`src/rtl/bram_to_vga_if.sv`:
```
// Frame-buffer read port plus VGA pin bundle of the display reader.
// master = display reader side, slave = BRAM / monitor side.
interface bram_to_vga_if;
  logic [16:0] bram_addr;
  logic [11:0] bram_data;
  logic        vga_hsync;
  logic        vga_vsync;
  logic        vga_de;
  logic [3:0]  vga_r;
  logic [3:0]  vga_g;
  logic [3:0]  vga_b;
  logic        frame_start;

  modport master (
    output bram_addr,
    input  bram_data,
    output vga_hsync, vga_vsync, vga_de, vga_r, vga_g, vga_b, frame_start
  );

  modport slave (
    input  bram_addr,
    output bram_data,
    input  vga_hsync, vga_vsync, vga_de, vga_r, vga_g, vga_b, frame_start
  );
endinterface

```
`src/rtl/bram_to_vga.sv`:
```
// 640x480 VGA timing generator reading a 320x240 RGB444 frame buffer, 2x doubled.
// Pins lag the counters by RD_LAT+1 clocks; no backpressure, the display never stalls.
module bram_to_vga #(
  parameter int H_ACTIVE = 640,
  parameter int H_FP     = 16,
  parameter int H_SYNC   = 96,
  parameter int H_BP     = 48,
  parameter int V_ACTIVE = 480,
  parameter int V_FP     = 10,
  parameter int V_SYNC   = 2,
  parameter int V_BP     = 33,
  parameter int RD_LAT   = 1
) (
  input  logic          p_clock,
  input  logic          rst,
  bram_to_vga_if.master bus
);
  localparam int H_TOTAL = H_ACTIVE + H_FP + H_SYNC + H_BP;
  localparam int V_TOTAL = V_ACTIVE + V_FP + V_SYNC + V_BP;
  localparam int L       = RD_LAT + 1;

  logic [9:0]   h_q, h_d, v_q, v_d;
  logic         active, hs_raw, vs_raw, fs_raw;
  logic [L-1:0] de_q, de_d, hs_q, hs_d, vs_q, vs_d, fs_q, fs_d;
  logic [11:0]  rgb_q, rgb_d;
  logic [16:0]  ys, xs;

  always_comb begin
    h_d = h_q + 10'd1;
    v_d = v_q;
    if (h_q == 10'(H_TOTAL - 1)) begin
      h_d = '0;
      v_d = (v_q == 10'(V_TOTAL - 1)) ? '0 : v_q + 10'd1;
    end
  end

  always_comb begin
    active = (h_q < 10'(H_ACTIVE)) && (v_q < 10'(V_ACTIVE));
    hs_raw = !((h_q >= 10'(H_ACTIVE + H_FP)) && (h_q < 10'(H_ACTIVE + H_FP + H_SYNC)));
    vs_raw = !((v_q >= 10'(V_ACTIVE + V_FP)) && (v_q < 10'(V_ACTIVE + V_FP + V_SYNC)));
    fs_raw = (h_q == '0) && (v_q == '0);
  end

  // y_src*320 built as (y<<8)+(y<<6) so no multiplier is needed
  assign ys            = 17'(v_q >> 1);
  assign xs            = 17'(h_q >> 1);
  assign bus.bram_addr = active ? ((ys << 8) + (ys << 6) + xs) : '0;

  // Bit 0 is the newest stage; bit L-2 lines up with bram_data for the same pixel
  always_comb begin
    de_d  = {de_q[L-2:0], active};
    hs_d  = {hs_q[L-2:0], hs_raw};
    vs_d  = {vs_q[L-2:0], vs_raw};
    fs_d  = {fs_q[L-2:0], fs_raw};
    rgb_d = de_q[L-2] ? bus.bram_data : '0;
  end

  always_ff @(posedge p_clock) begin
    if (!rst) begin
      h_q   <= '0;
      v_q   <= '0;
      de_q  <= '0;
      hs_q  <= '1;
      vs_q  <= '1;
      fs_q  <= '0;
      rgb_q <= '0;
    end else begin
      h_q   <= h_d;
      v_q   <= v_d;
      de_q  <= de_d;
      hs_q  <= hs_d;
      vs_q  <= vs_d;
      fs_q  <= fs_d;
      rgb_q <= rgb_d;
    end
  end

  assign bus.vga_de      = de_q[L-1];
  assign bus.vga_hsync   = hs_q[L-1];
  assign bus.vga_vsync   = vs_q[L-1];
  assign bus.frame_start = fs_q[L-1];
  assign bus.vga_r       = rgb_q[11:8];
  assign bus.vga_g       = rgb_q[7:4];
  assign bus.vga_b       = rgb_q[3:0];
endmodule

```
`src/flat_wrapper.sv`:
```
// flat-port wrapper written by rule: the top's interface ports become plain ports
module bram_to_vga_flat 
#(
  parameter int H_ACTIVE = 640,
  parameter int H_FP     = 16,
  parameter int H_SYNC   = 96,
  parameter int H_BP     = 48,
  parameter int V_ACTIVE = 480,
  parameter int V_FP     = 10,
  parameter int V_SYNC   = 2,
  parameter int V_BP     = 33,
  parameter int RD_LAT   = 1
)
  (p_clock, rst, bus_bram_addr, bus_bram_data, bus_vga_hsync, bus_vga_vsync, bus_vga_de, bus_vga_r, bus_vga_g, bus_vga_b, bus_frame_start);
  bram_to_vga_if bus_i ();
  input  logic p_clock;
  input  logic rst;
  output wire logic [$bits(bus_i.bram_addr)-1:0] bus_bram_addr;
  input wire logic [$bits(bus_i.bram_data)-1:0] bus_bram_data;
  output wire logic [$bits(bus_i.vga_hsync)-1:0] bus_vga_hsync;
  output wire logic [$bits(bus_i.vga_vsync)-1:0] bus_vga_vsync;
  output wire logic [$bits(bus_i.vga_de)-1:0] bus_vga_de;
  output wire logic [$bits(bus_i.vga_r)-1:0] bus_vga_r;
  output wire logic [$bits(bus_i.vga_g)-1:0] bus_vga_g;
  output wire logic [$bits(bus_i.vga_b)-1:0] bus_vga_b;
  output wire logic [$bits(bus_i.frame_start)-1:0] bus_frame_start;
  assign bus_bram_addr = bus_i.bram_addr;
  assign bus_i.bram_data = bus_bram_data;
  assign bus_vga_hsync = bus_i.vga_hsync;
  assign bus_vga_vsync = bus_i.vga_vsync;
  assign bus_vga_de = bus_i.vga_de;
  assign bus_vga_r = bus_i.vga_r;
  assign bus_vga_g = bus_i.vga_g;
  assign bus_vga_b = bus_i.vga_b;
  assign bus_frame_start = bus_i.frame_start;
  bram_to_vga #(.H_ACTIVE(H_ACTIVE), .H_FP(H_FP), .H_SYNC(H_SYNC), .H_BP(H_BP), .V_ACTIVE(V_ACTIVE), .V_FP(V_FP), .V_SYNC(V_SYNC), .V_BP(V_BP), .RD_LAT(RD_LAT)) u_core (.p_clock(p_clock), .rst(rst), .bus(bus_i));
endmodule
```
`config.mk`:
```
export PLATFORM = sky130hd
export DESIGN_NAME = bram_to_vga_flat
export DESIGN_NICKNAME = d
export VERILOG_FILES = /design/src/rtl/bram_to_vga_if.sv /design/src/rtl/bram_to_vga.sv /design/src/flat_wrapper.sv
export SDC_FILE = /design/constraint.sdc
export NUM_CORES = 1
export LEC_CHECK = 0
export ABC_CLOCK_PERIOD_IN_PS = 3000
export BUFFER_PORTS_ARGS = -buffer_cell sky130_fd_sc_hd__buf_2
export CAP_MARGIN = 20
export CORE_ASPECT_RATIO = 0.7
export CORE_MARGIN = 2
export CORE_UTILIZATION = 50
export DETAILED_ROUTE_END_ITERATION = 10
export PLACE_DENSITY = 0.77
export SLEW_MARGIN = 20
export SYNTH_ARGS = -nofsm -noshare
export SYNTH_HDL_FRONTEND = slang
export SYNTH_SLANG_ARGS = --single-unit
```
`constraint.sdc`:
```
create_clock -name p_clock -period 3 [get_ports p_clock]
set_input_delay 0.3 -clock p_clock [delete_from_list [all_inputs] [get_ports p_clock]]
set_output_delay 0.3 -clock p_clock [all_outputs]
set_load 0.03 [all_outputs]
```
==> summary.md, run 1 <==
| Metric | Value |
|---|---|
| DRT iter0 DRCs | 130 |
| H-Tree Depth | 2 |
| Layout Cells excl Fill | 352 |
| Die width | 83.0 um |
| Initial antenna violation count | 0 |
| Post-synth EDFFs | 0 |
| Leading area contributor after synthesis | dfxtp_1 |
| Global routing's busiest layer | met1 |
| Nets | 333 |
| Routed vias | 1,850 |
| Antenna diodes | 0 |
| Primary FF master, synth | dfxtp_1 |
| NetSw | 226 uW |
| GR Util met2 | 28.6% |
| Arr. time, crit path | 2.64 ns |
| Buffers added on ports | 46 |
| Mapped Nets | 280 |
| Max-slew violations | 0 |
| Syn Area/Cell | 8.98 um^2 |
| Yosys Warn Count | 0 |
| Combinational group share of total power | 6.6% |
| Overall Power | 982 uW |
| Slowest cell on crit path | fa_1 |
| Vias in the first global route | 1,630 |
| Fillers | 368 |
| DP HPWL | 3.39 mm |
| Power share of the clock group | 37.0% |
| Crit Path Class | reg2out |
| Share of the synthesized area in the top cell type | 36.7% |
| Final Setup Violations | 0 |
| Hold Vio Cnt, Final | 0 |
| Distinct cell type count after synthesis | 44 |
| Setup crit start kind | flip-flop |
| Drt wl/cell | 13.0 um |
| Top cells by area, synth | dfxtp_1 37%, ha_1 12%, and3_1 5.7% |
| Clk_skew | 0.0110 ns |
| DRT Pass-1 Iters | 4 |
| Layout cell share with drive strength beyond 1 | 26.6% |
| Leak | 1.35 nW |
| IR drop worst, VDD | 0.274 mV |
| CP Buf/Inv Count | 3 |
| Hold Slack | 0.244 ns |
| Drt total wl | 4.58 mm |
| Clk_lat worst skew | 0.29 ns |
| CP max FO | 2 |
| RSZ-0062 raised after global routing | true |
| Synth-to-Final Area Change | 20.7% |
| RePlAce Congestion | 0.841 |
| Largest net degree at the start of global routing | 28 |
| Clock transition at path regs | 0.08 ns |
| Clock Path Buffers | 2 |
| GR Util met3 | 5.15% |
| Post-CTS Hold Fix Bufs | 0 |
| Vias per inst | 5.26 |
| Worst min path class | in2reg |
| Clk sinks | 40 |
| GRT Util Overall | 19.9% |
| Sw frac | 23.1% |
| Cell-internal power | 755 uW |
| Initial core utilization | 51.0% |
| ANT nets after route | 0 |
| Critical Path RT | 2.70 ns |
| Fin crit share | 98.1% |
| Max incr delay on CP | 0.54 ns |
| Met1 Track Usage GR | 28.8% |
| Max-cap violations | 0 |
| CP Capture Type | primary output |
| Clk Tree Root Cell | clkbuf_8 |
| First-pass GRT wire length | 7.65 mm |
| Peak Freq | 340 MHz |
| Die area | 4920 um^2 |
| Rel. slew slack | 73.8% |
| Worst Max-Slew Pin Slew | 0.393 ns |
| Post-route minimum period | 2.94 ns |
| Util after Layout | 61.6% |
| Inst Count DP | 343 |
| Critical Path Most Common Cell | inv_2 |
| Ys async rst share | 0% |
| DRC violations left | 0 |
| TritonCTS clock tree | built |
| Seq cells post-synth | 40 |
| PD cells | 372 nW/um^2 |
| Syn Std Cell Area | 2180 um^2 |
| Register area share after synthesis | 36.7% |
| Total CTS buffers | 5 |
| Cells after Synth | 243 |
| Core Rows | 20 |
| Die H | 59.3 um |
| Critical path, cell by cell | inv_2, fa_1, inv_2, fa_2, a211oi_4, nor2_2, a221oi_2, mux2i_2, buf_4 |
| CP delay by family, top | adder cells |
| Register share of total power | 56.3% |
| Core Area | 4280 um^2 |
| GRT overflow | 0 |
| Status | finished clean |
| Io pins | 47 |
## path summary, 6_finish.rpt
| check | from | to | slack [ns] | cells after the start |
|---|---|---|---|---|
| worst min-delay path | bus_bram_data[1] | u_core.rgb_q[1] | 0.24 | 2 |
| worst max-delay path | u_core.v_q[1] | bus_bram_addr[15] | 0.06 | 9 |
| worst max register to register | u_core.h_q[0] | u_core.v_q[3] | 1.16 | 5 |
| worst min register to register | u_core.vs_q[0] | u_core.vs_q[1] | 0.41 | 1 |
## power groups by stage
| stage | Combinational (mW) | Sequential, mW | Clock (mW) |
|---|---|---|---|
| final | 0.0651 | 0.553 | 0.364 |
| after floorplan | 0.0280 | 0.579 | 0 |
| after detailed placement | 0.0655 | 0.566 | 0 |
| after CTS | 0.0657 | 0.553 | 0.371 |
| after global routing | 0.0722 | 0.555 | 0.400 |
| after global placement | 0.0644 | 0.564 | 0 |
## what timing repair did
action | CTS | global route
setup buffers | 1 | 0
pin swaps | 4 | 1
gates resized for setup | 4 | 10
setup endpoints to repair | 2 | 3
## cell families (layout without fill, tap and decap cells)
group                      after synthesis  in the layout  share of synthesized area, %
muxes                                    4              4                          1.83
xor gates and xnor gates                14             14                          5.62
AOI/OAI and AO/OA                       32             32                          9.17
DFF                                     40             40                          36.7
adders and majority gates               23             23                          13.9
buffers and inverters                   17             71                          3.38
and+or+nand+nor                        113            113                          29.5
## routing by layer
metal,vias to the layer above,routed length [um]
met2,53,1870
met3,7,305
met1,842,2350
met5,-,0
li1,948,-
met4,0,59
## through the flow
stage	setup TNS, ns	instance area (um^2)	setup WS [ns]
2_1_floorplan	0	2190	0.0384
3_3_place_gp	0	2500	0.133
3_5_place_dp	0	2500	0.0560
4_1_cts	0	2620	0.00126
5_1_grt	-0.0563	2640	-0.0563
6_report	0	2640	0.0561
## synthesized netlist by cell type, types with 4 or more instances
cell / number
dfxtp_1: 40
ha_1: 21
and3_1: 20
nor2_1: 20
and2_1: 18
nand2_1: 16
a21oi_1: 11
inv_1: 9
nand3_1: 8
o21ai_0: 8
xnor2_1: 8
nand2b_1: 6
nand4_1: 6
xor2_1: 6
a21o_1: 4
clkbuf_1: 4
mux2i_1: 4
or3_1: 4
## final cells by class
| class | count | area [um^2] | area share, % |
|---|---|---|---|
| Clock buffer | 7 | 86.3 | 3.27 |
| Clock inverter | 1 | 7.51 | 0.285 |
| Inverter | 9 | 33.8 | 1.28 |
| Multi-Input combinational cell | 186 | 1340 | 50.8 |
| Sequential cell | 40 | 805 | 30.5 |
| Tap cell | 55 | 68.8 | 2.61 |
| Timing Repair Buffer | 54 | 295 | 11.2 |
## worst reg2reg max path, stage by stage (launching register included)
cell and delay, ns:
dfxtp_1 0.41, ha_1 0.22, and3_1 0.41, nand3_4 0.19, o21ai_2 0.38, nor2_1 0.11
## flip-flops by register name (all words and copies together) (netlist names)
signal / cells
u_core.de_q: 2
u_core.rgb_q: 12
u_core.vs_q: 2
u_core.hs_q: 2
u_core.v_q: 10
u_core.h_q: 10
u_core.fs_q: 2
## cells in the final DEF, fill, tap and decap left out, types with 2 or more instances in the layout
cell type  instances
nor2_1            19
a221oi_2           2
a21oi_1           10
ha_1              21
dfxtp_1           37
nand2_1           16
inv_2              3
buf_2             44
o21ai_0            8
clkbuf_8           6
buf_4             10
a21o_1             4
dfxtp_2            3
xor2_1             6
xnor2_1            8
nand3_1            8
and2_1            18
mux2i_1            3
inv_1              6
nand2b_1           6
nand4_1            6
nor2b_1            2
nor3_1             2
or3_1              4
and3_1            20
(Power assumes the default switching activity.)
==> run 2: changes to the inputs <==
--- a/config.mk
+++ b/config.mk
@@ -5,14 +5,14 @@
 export SDC_FILE = /design/constraint.sdc
 export NUM_CORES = 1
 export LEC_CHECK = 0
-export ABC_CLOCK_PERIOD_IN_PS = 3000
+export ABC_CLOCK_PERIOD_IN_PS = 3410
 export BUFFER_PORTS_ARGS = -buffer_cell sky130_fd_sc_hd__buf_2
 export CAP_MARGIN = 20
 export CORE_ASPECT_RATIO = 0.7
 export CORE_MARGIN = 2
 export CORE_UTILIZATION = 50
 export DETAILED_ROUTE_END_ITERATION = 10
-export PLACE_DENSITY = 0.77
+export PLACE_DENSITY = 0.85
 export SLEW_MARGIN = 20
 export SYNTH_ARGS = -nofsm -noshare
 export SYNTH_HDL_FRONTEND = slang
==> constraint.sdc (replaced) <==
create_clock -name p_clock -period 3.41 [get_ports p_clock]
set_input_delay 0.341 -clock p_clock [delete_from_list [all_inputs] [get_ports p_clock]]
set_output_delay 0.341 -clock p_clock [all_outputs]
set_load 0.03 [all_outputs]
==> summary.md, run 2 (synthesis gave the netlist of run 1 again) <==
| Metric | Value |
|---|---|
| Worst Max-Slew Pin Slew | 0.521 ns (was 0.393 ns) |
| Max Used Layer | met4 (unchanged) |
| Max reg flops | 12 (unchanged) |
| Wl on met1 | 2.34 mm (was 2.35 mm) |
| Max incr delay on CP | 0.54 ns (about the same) |
| DRT iter0 DRCs | 134 (was 130) |
| Drt total wl | 4.74 mm (was 4.58 mm) |
| Combinational group share of total power | 6.2% (was 6.6%) |
| Fillers | 372 (was 368) |
| Layout Cells excl Fill | 346 (was 352) |
| Total CTS buffers | 5 (unchanged) |
| Critical Path RT | 3.07 ns (was 2.70 ns) |
| Inst Count DP | 338 (was 343) |
| CP max FO | 6 (was 2) |
| Post-route minimum period | 3.28 ns |
| NetSw | 208 uW (was 226 uW) |
| Clk_skew | 0.00833 ns (was 0.0110 ns) |
| Peak Freq | 305 MHz |
| Sequential cell area | 803 um^2 (was 805 um^2) |
| TritonCTS clock tree | built (unchanged) |
| GRT overflow | 0 (unchanged) |
| Clock Path Buffers | 2 (unchanged) |
| DRT Pass-1 Iters | 5 (was 4) |
| Nets | 327 (was 333) |
| Initial antenna violation count | 0 (unchanged) |
| Initial core utilization | 51.0% (unchanged) |
| DP HPWL | 3.35 mm (was 3.39 mm) |
| Cell-internal power | 740 uW (was 755 uW) |
| Reg2reg setup slack | 1.51 ns (was 1.16 ns) |
| Largest regs | u_core.rgb_q: 12 flops, u_core.h_q: 10 flops, u_core.v_q: 10 flops (unchanged) |
| Antenna diodes | 0 (unchanged) |
| Slowest cell on crit path | fa_1 (unchanged) |
| Routed vias | 1,862 (was 1,850) |
| Vias in the first global route | 1,600 (was 1,630) |
| Clk Tree Root Cell | clkbuf_8 (unchanged) |
| Sw frac | 21.9% (was 23.1%) |
| Drt wl/cell | 13.7 um (was 13.0 um) |
| First-pass GRT wire length | 7.70 mm (was 7.65 mm) |
| Setup TNS | 0 ns (unchanged) |
| Most frequent cells in the layout | 46 x buf_2, 38 x dfxtp_1, 21 x ha_1, 20 x and3_1, 20 x nor2_1 (was 44 x buf_2, 37 x dfxtp_1, 21 x ha_1, 20 x and3_1, 19 x nor2_1) |
| IR drop worst, VDD | 0.315 mV (was 0.274 mV) |
| Power share of the clock group | 42.5% (was 37.0%) |
| Most flop-heavy register | u_core.rgb_q (unchanged) |
| DRC violations left | 0 (unchanged) |
| Met3 wire len | 315 um (was 305 um) |
| Wire length on met2 | 2.04 mm (was 1.87 mm) |
| Crit Path Class | reg2out (unchanged) |
| Core Area | 4280 um^2 (unchanged) |
| Fin crit share | 96.3% |
| GRT Util Overall | 19.7% (was 19.9%) |
| Io pins | 47 (unchanged) |
| H-Tree Depth | 2 (unchanged) |
| Clock transition at path regs | 0.08 ns (about the same) |
| Util after Layout | 60.6% (was 61.6%) |
| Worst min path class | in2reg (unchanged) |
| Largest net degree at the start of global routing | 28 (unchanged) |
| RePlAce Congestion | 0.917 (was 0.841) |
| Setup crit start kind | flip-flop (unchanged) |
| Critical path, cell by cell | inv_1, fa_1, inv_1, fa_1, a211oi_2, nor2_1, a221oi_2, mux2i_1, buf_2 (was inv_2, fa_1, inv_2, fa_2, a211oi_4, nor2_2, a221oi_2, mux2i_2, buf_4) |
| Die width | 83.0 um (unchanged) |
| Vias per inst | 5.38 (was 5.26) |
| Most common cell after layout, fill and taps aside | buf_2 (unchanged) |
| Rel. slew slack | 65.3% (was 73.8%) |
| Max-cap violations | 0 (unchanged) |
| Core Rows | 20 (unchanged) |
| Arr. time, crit path | 2.94 ns (was 2.64 ns) |
| PD cells | 365 nW/um^2 (was 372 nW/um^2) |
| Leak | 1.34 nW (was 1.35 nW) |
| Die area | 4920 um^2 (unchanged) |
| ANT nets after route | 0 (unchanged) |
| Hold Vio Cnt, Final | 0 (unchanged) |
| Clk sinks | 40 (unchanged) |
| RSZ-0062 raised after global routing | false (was true) |
| Buffers added on ports | 46 (unchanged) |
| Layout cell share with drive strength beyond 1 | 22.7% (was 26.6%) |
| CP delay by family, top | adder cells (unchanged) |
| Synth-to-Final Area Change | 18.7% (was 20.7%) |
| Register share of total power | 51.3% (was 56.3%) |
| # Post-CTS Setup Buffers | 0 (was 1) |
| Final Setup Violations | 0 (unchanged) |
| Multi-input logic area | 1320 um^2 (was 1340 um^2) |
| CP Buf/Inv Count | 3 (unchanged) |
| Status | finished clean (unchanged) |
| CP Capture Type | primary output (unchanged) |
| Max-slew violations | 0 (unchanged) |
| Clk_lat worst skew | 0.29 ns (about the same) |
| Hold Slack | 0.284 ns (was 0.244 ns) |
| Die H | 59.3 um (unchanged) |
-- run 2: changes by cell type in the layout (fill, tap and decap cells not counted), sizes merged --
| cell | delta |
|---|---|
| buf | -6 |
| bufinv | +1 |
| clkbuf | -1 |
| clkinv | +1 |
| clkinvlp | -1 |
-- run 2: worst paths after layout --
check | from | endpoint | cells after the start
setup reg to reg | u_core.h_q[1] | u_core.v_q[3] | 5
setup / recovery | u_core.v_q[1] | bus_bram_addr[15] | 9
hold reg to reg | u_core.vs_q[0] | u_core.vs_q[1] | 1
hold / removal | bus_bram_data[5] | u_core.rgb_q[5] | 2
-- run 2: power by group through the flow --
stage,Clock [mW],Sequential (mW),Combinational (mW)
after detailed placement,0,0.497,0.0581
after global routing,0.432,0.488,0.0635
after floorplan,0,0.509,0.0246
final,0.402,0.486,0.0586
after CTS,0.411,0.486,0.0588
after global placement,0,0.497,0.0563
-- run 2: metrics by stage --
stage	instance area (um^2)	power, mW	setup WS, ns
final	2590	0.947	0.127
after global routing	2590	0.984	0.0123
after CTS	2580	0.956	0.0532
after detailed placement	2460	0.555	0.248
after global placement	2460	0.553	0.327
after floorplan	2180	0.534	0.280
-- run 2: layout make-up --
cell class              count  share of cell area [%]
inverters                   9                    1.30
clock inverters             2                    1.50
flip-flops and latches     40                    31.0
repair buffers             48                    9.46
well taps                  55                    2.65
multi-input cells         186                    50.9
clock buffers               6                    3.19
-- run 2: timing repair --
item,4_1_cts,5_1_grt
hold buffers,0,0
resized for setup,2,2
pin swaps,0,1
endpoints found under the setup margin,1,1
endpoints found under the hold margin,0,0
-- run 2: worst register-to-register path, cell delays in order, from the launching register on --
cell and delay (ns):
dfxtp_1 0.42, ha_1 0.25, and3_1 0.44, nand3_4 0.20, o21ai_2 0.39, nor2_1 0.10
-- run 2: routing by layer --
metal | vias to the layer above | global-route usage [%]
li1 | 939 | -
met1 | 860 | 27.9
met2 | 58 | 30.2
met3 | 5 | 5.85
met4 | 0 | 4.22
met5 | - | 0
==> run 3: changes to the inputs <==
--- a/config.mk
+++ b/config.mk
@@ -5,7 +5,8 @@
 export SDC_FILE = /design/constraint.sdc
 export NUM_CORES = 1
 export LEC_CHECK = 0
-export ABC_CLOCK_PERIOD_IN_PS = 3410
+export ABC_AREA = 1
+export ABC_CLOCK_PERIOD_IN_PS = 3800
 export BUFFER_PORTS_ARGS = -buffer_cell sky130_fd_sc_hd__buf_2
 export CAP_MARGIN = 20
 export CORE_ASPECT_RATIO = 0.7
@@ -13,6 +14,7 @@
 export CORE_UTILIZATION = 50
 export DETAILED_ROUTE_END_ITERATION = 10
 export PLACE_DENSITY = 0.85
+export REMOVE_ABC_BUFFERS = 1
 export SLEW_MARGIN = 20
 export SYNTH_ARGS = -nofsm -noshare
 export SYNTH_HDL_FRONTEND = slang
==> constraint.sdc (replaced) <==
create_clock -name p_clock -period 3.8 [get_ports p_clock]
set_input_delay 0.38 -clock p_clock [delete_from_list [all_inputs] [get_ports p_clock]]
set_output_delay 0.38 -clock p_clock [all_outputs]
set_load 0.03 [all_outputs]
==> summary.md, run 3 <==
| Metric | Value |
|---|---|
| Status | finished clean (unchanged) |
| Max-slew violations | 0 (unchanged) |
| Peak Freq | 329 MHz |
| Register area share after synthesis | 34.7% (was 36.7%) |
| Share of the synthesized area in the top cell type | 34.7% (was 36.7%) |
| Worst hold endpoint | u_core.rgb_q[11] (was u_core.rgb_q[5]) |
| Vias in the first global route | 1,896 (was 1,600) |
| Most common cell after layout, fill and taps aside | nand2_1 (was buf_2) |
| Max-cap violations | 0 (unchanged) |
| Clk sinks | 40 (unchanged) |
| Die width | 85.2 um (was 83.0 um) |
| Most common cell in the netlist | nand2_1 (was dfxtp_1) |
| Ys async rst share | 0% (unchanged) |
| Top cells by area, synth | dfxtp_1 35%, ha_1 11%, nand2_1 11% (was dfxtp_1 37%, ha_1 12%, and3_1 5.7%) |
| Layout cell share with drive strength beyond 1 | 17.0% (was 22.7%) |
| Initial core utilization | 52.7% (was 51.0%) |
| Core Area | 4380 um^2 (was 4280 um^2) |
| Cells after Synth | 334 (was 243) |
| Buffers added on ports | 46 (unchanged) |
| Clock Path Buffers | 2 (unchanged) |
| Fin crit share | 80.0% |
| Post-synth EDFFs | 0 (unchanged) |
| Drt total wl | 5.35 mm (was 4.74 mm) |
| Hold_sp | bus_bram_data[11] (was bus_bram_data[5]) |
| Post-route minimum period | 3.04 ns |
| Util after Layout | 61.5% (was 60.6%) |
| Initial antenna violation count | 0 (unchanged) |
| Crit Path Class | reg2out (unchanged) |
| Distinct cell type count after synthesis | 27 (was 44) |
| GRT Util Overall | 21.4% (was 19.7%) |
| DRC violations left | 0 (unchanged) |
| Drt wl/cell | 12.2 um (was 13.7 um) |
| DP HPWL | 4.07 mm (was 3.35 mm) |
| Rel. slew slack | 66.2% (was 65.3%) |
| Slowest cell on crit path | fa_1 (unchanged) |
| Largest regs | u_core.rgb_q: 12 flops, u_core.h_q: 10 flops, u_core.v_q: 10 flops (unchanged) |
| Resize count post-CTS | 0 (was 2) |
| Hold Vio Cnt, Final | 0 (unchanged) |
| CP delay by family, top | adder cells (unchanged) |
| First-pass GRT wire length | 8.52 mm (was 7.70 mm) |
| CP Buf/Inv Count | 3 (unchanged) |
| Most flop-heavy register | u_core.rgb_q (unchanged) |
| Primary FF master, synth | dfxtp_1 (unchanged) |
| Post-CTS Hold Fix Bufs | 0 (unchanged) |
| RePlAce Congestion | 0.930 (was 0.917) |
| Vias per inst | 5.18 (was 5.38) |
| DRT Pass-1 Iters | 5 (unchanged) |
| PD cells | 314 nW/um^2 (was 365 nW/um^2) |
| Fillers | 381 (was 372) |
| Nets | 419 (was 327) |
| RSZ-0062 raised after global routing | false (unchanged) |
| Leak | 1.46 nW (was 1.34 nW) |
| Hold path depth | 3 (was 2) |
| Die area | 5190 um^2 (was 4920 um^2) |
| H-Tree Depth | 2 (unchanged) |
| Most frequent cells in the layout | 70 x nand2_1, 61 x inv_1, 52 x nor2_1, 46 x buf_2, 40 x dfxtp_1 (was 46 x buf_2, 38 x dfxtp_1, 21 x ha_1, 20 x and3_1, 20 x nor2_1) |
| Reg2reg end | u_core.v_q[0] (was u_core.v_q[3]) |
| Core Rows | 20 (unchanged) |
| Clock transition at path regs | 0.08 ns (about the same) |
| Hold Slack | 0.283 ns (was 0.284 ns) |
| Clk Tree Root Cell | clkbuf_8 (unchanged) |
| Leading area contributor after synthesis | dfxtp_1 (unchanged) |
| Register-to-Register Path Depth | 6 (was 5) |
| Multi-input logic area | 1250 um^2 (was 1320 um^2) |
| Critical path, cell by cell | inv_1, fa_1, inv_1, fa_1, nand3_1, nand2_1, nand3_1, a21oi_1, nor2_1, buf_2 (was inv_1, fa_1, inv_1, fa_1, a211oi_2, nor2_1, a221oi_2, mux2i_1, buf_2) |
| Synth-to-Final Area Change | 16.5% (was 18.7%) |
| Critical Path RT | 3.42 ns (was 3.07 ns) |
| # Post-CTS Setup Buffers | 0 (unchanged) |
| Setup crit start kind | flip-flop (unchanged) |
| CP Capture Type | primary output (unchanged) |
| Worst min path class | in2reg (unchanged) |
| Max incr delay on CP | 0.57 ns (was 0.54 ns) |
| Io pins | 47 (unchanged) |
| ANT nets after route | 0 (unchanged) |
| Setup TNS | 0 ns (unchanged) |
| IR drop worst, VDD | 0.271 mV (was 0.315 mV) |
| Routed vias | 2,270 (was 1,862) |
| Reg-to-Reg Start | u_core.h_q[0] (was u_core.h_q[1]) |
| Clk_lat worst skew | 0.30 ns (was 0.29 ns) |
| Max reg flops | 12 (unchanged) |
| Arr. time, crit path | 2.66 ns (was 2.94 ns) |
| Yosys Warn Count | 0 (unchanged) |
| GRT overflow | 0 (unchanged) |
| Clk_skew | 0.00802 ns (was 0.00833 ns) |
| Final Setup Violations | 0 (unchanged) |
| Top post-synthesis cells by count | 70 x nand2_1, 61 x inv_1, 52 x nor2_1 (was 40 x dfxtp_1, 21 x ha_1, 20 x and3_1, 20 x nor2_1, 18 x and2_1) |
| TritonCTS clock tree | built (unchanged) |
| Syn Area/Cell | 6.92 um^2 (was 8.98 um^2) |
| Sequential cell area | 801 um^2 (was 803 um^2) |
| DRT iter0 DRCs | 202 (was 134) |
| Die H | 60.9 um (was 59.3 um) |
| Largest net degree at the start of global routing | 15 (was 28) |
| Syn Std Cell Area | 2310 um^2 (was 2180 um^2) |
| Seq cells post-synth | 40 (unchanged) |
| Antenna diodes | 0 (unchanged) |
| CP max FO | 5 (was 6) |
| Total CTS buffers | 5 (unchanged) |
| Worst Max-Slew Pin Slew | 0.505 ns (was 0.521 ns) |
| Reg2reg setup slack | 2.12 ns (was 1.51 ns) |
[run 3: cell types whose count changed after synthesis, sizes merged, moves of 6 or more]
cell / change
nand2: +57
inv: +52
nor2: +34
and3: -20
and2: -18
nand3: +14
nand2b: -6
[run 3: area by class of cell]
type	instances	area share, %
Timing Repair Buffer	46	8.55
Clock buffer	5	2.56
Clock inverter	3	1.77
Tap cell	55	2.56
Inverter	61	8.51
Multi-Input combinational cell	228	46.3
Sequential cell	40	29.8
[run 3: routing by layer]
layer  up-vias  global-route usage (%)  share of wire (%)  wire length (um)
li1       1151                       -                  -                 -
met1      1024                    28.5                 47              2500
met2        84                    34.7                 45              2400
met3        11                    4.90                6.6               355
met4         0                    7.71                1.8                95
met5         -                       0                  0                 0
[run 3: cell families (layout without fill, tap and decap cells)]
logic type | count (synthesis) | after routing | synth area share (%)
xor+xnor | 4 | 4 | 1.52
simple gates | 173 | 173 | 32.8
flops | 40 | 40 | 34.7
buf+inv | 66 | 115 | 11.4
compound gates | 28 | 28 | 6.50
fa+ha+maj | 23 | 23 | 13.1
[run 3: worst max path at each step]
stage,startpoint,to,depth (start not counted)
2_1_floorplan,u_core.v_q[1],bus_bram_addr[15],9
3_3_place_gp,u_core.v_q[1],bus_bram_addr[15],10
3_5_place_dp,u_core.v_q[1],bus_bram_addr[15],10
4_1_cts,u_core.v_q[1],bus_bram_addr[15],10
5_1_grt,u_core.v_q[1],bus_bram_addr[15],11
6_report,u_core.v_q[1],bus_bram_addr[15],10
[run 3: worst reg2reg max path: stages, from the launching register on]
cell and delay, ns:
dfxtp_1 0.39, ha_1 0.23, nand3_1 0.16, nor2_1 0.15, nand2_2 0.13, nand2_1 0.35
o22ai_1 0.15
[run 3: power by group]
group	leakage, nW	internal, mW	switching [mW]
Clock	0.0583	0.198	0.159
Combinational	1.08	0.0181	0.0378
Sequential	0.326	0.429	0.00463
[run 3: metrics by stage]
step / std cells / setup WS, ns / total power [mW] / instance area [um^2]
after detailed placement: 430 / 1.10 / 0.500 / 2570
after CTS: 438 / 0.747 / 0.849 / 2690
after floorplan: 329 / 1.16 / 0.478 / 2280
after global placement: 430 / 1.22 / 0.498 / 2570
final: 438 / 0.759 / 0.846 / 2690
after global routing: 438 / 0.590 / 0.871 / 2690
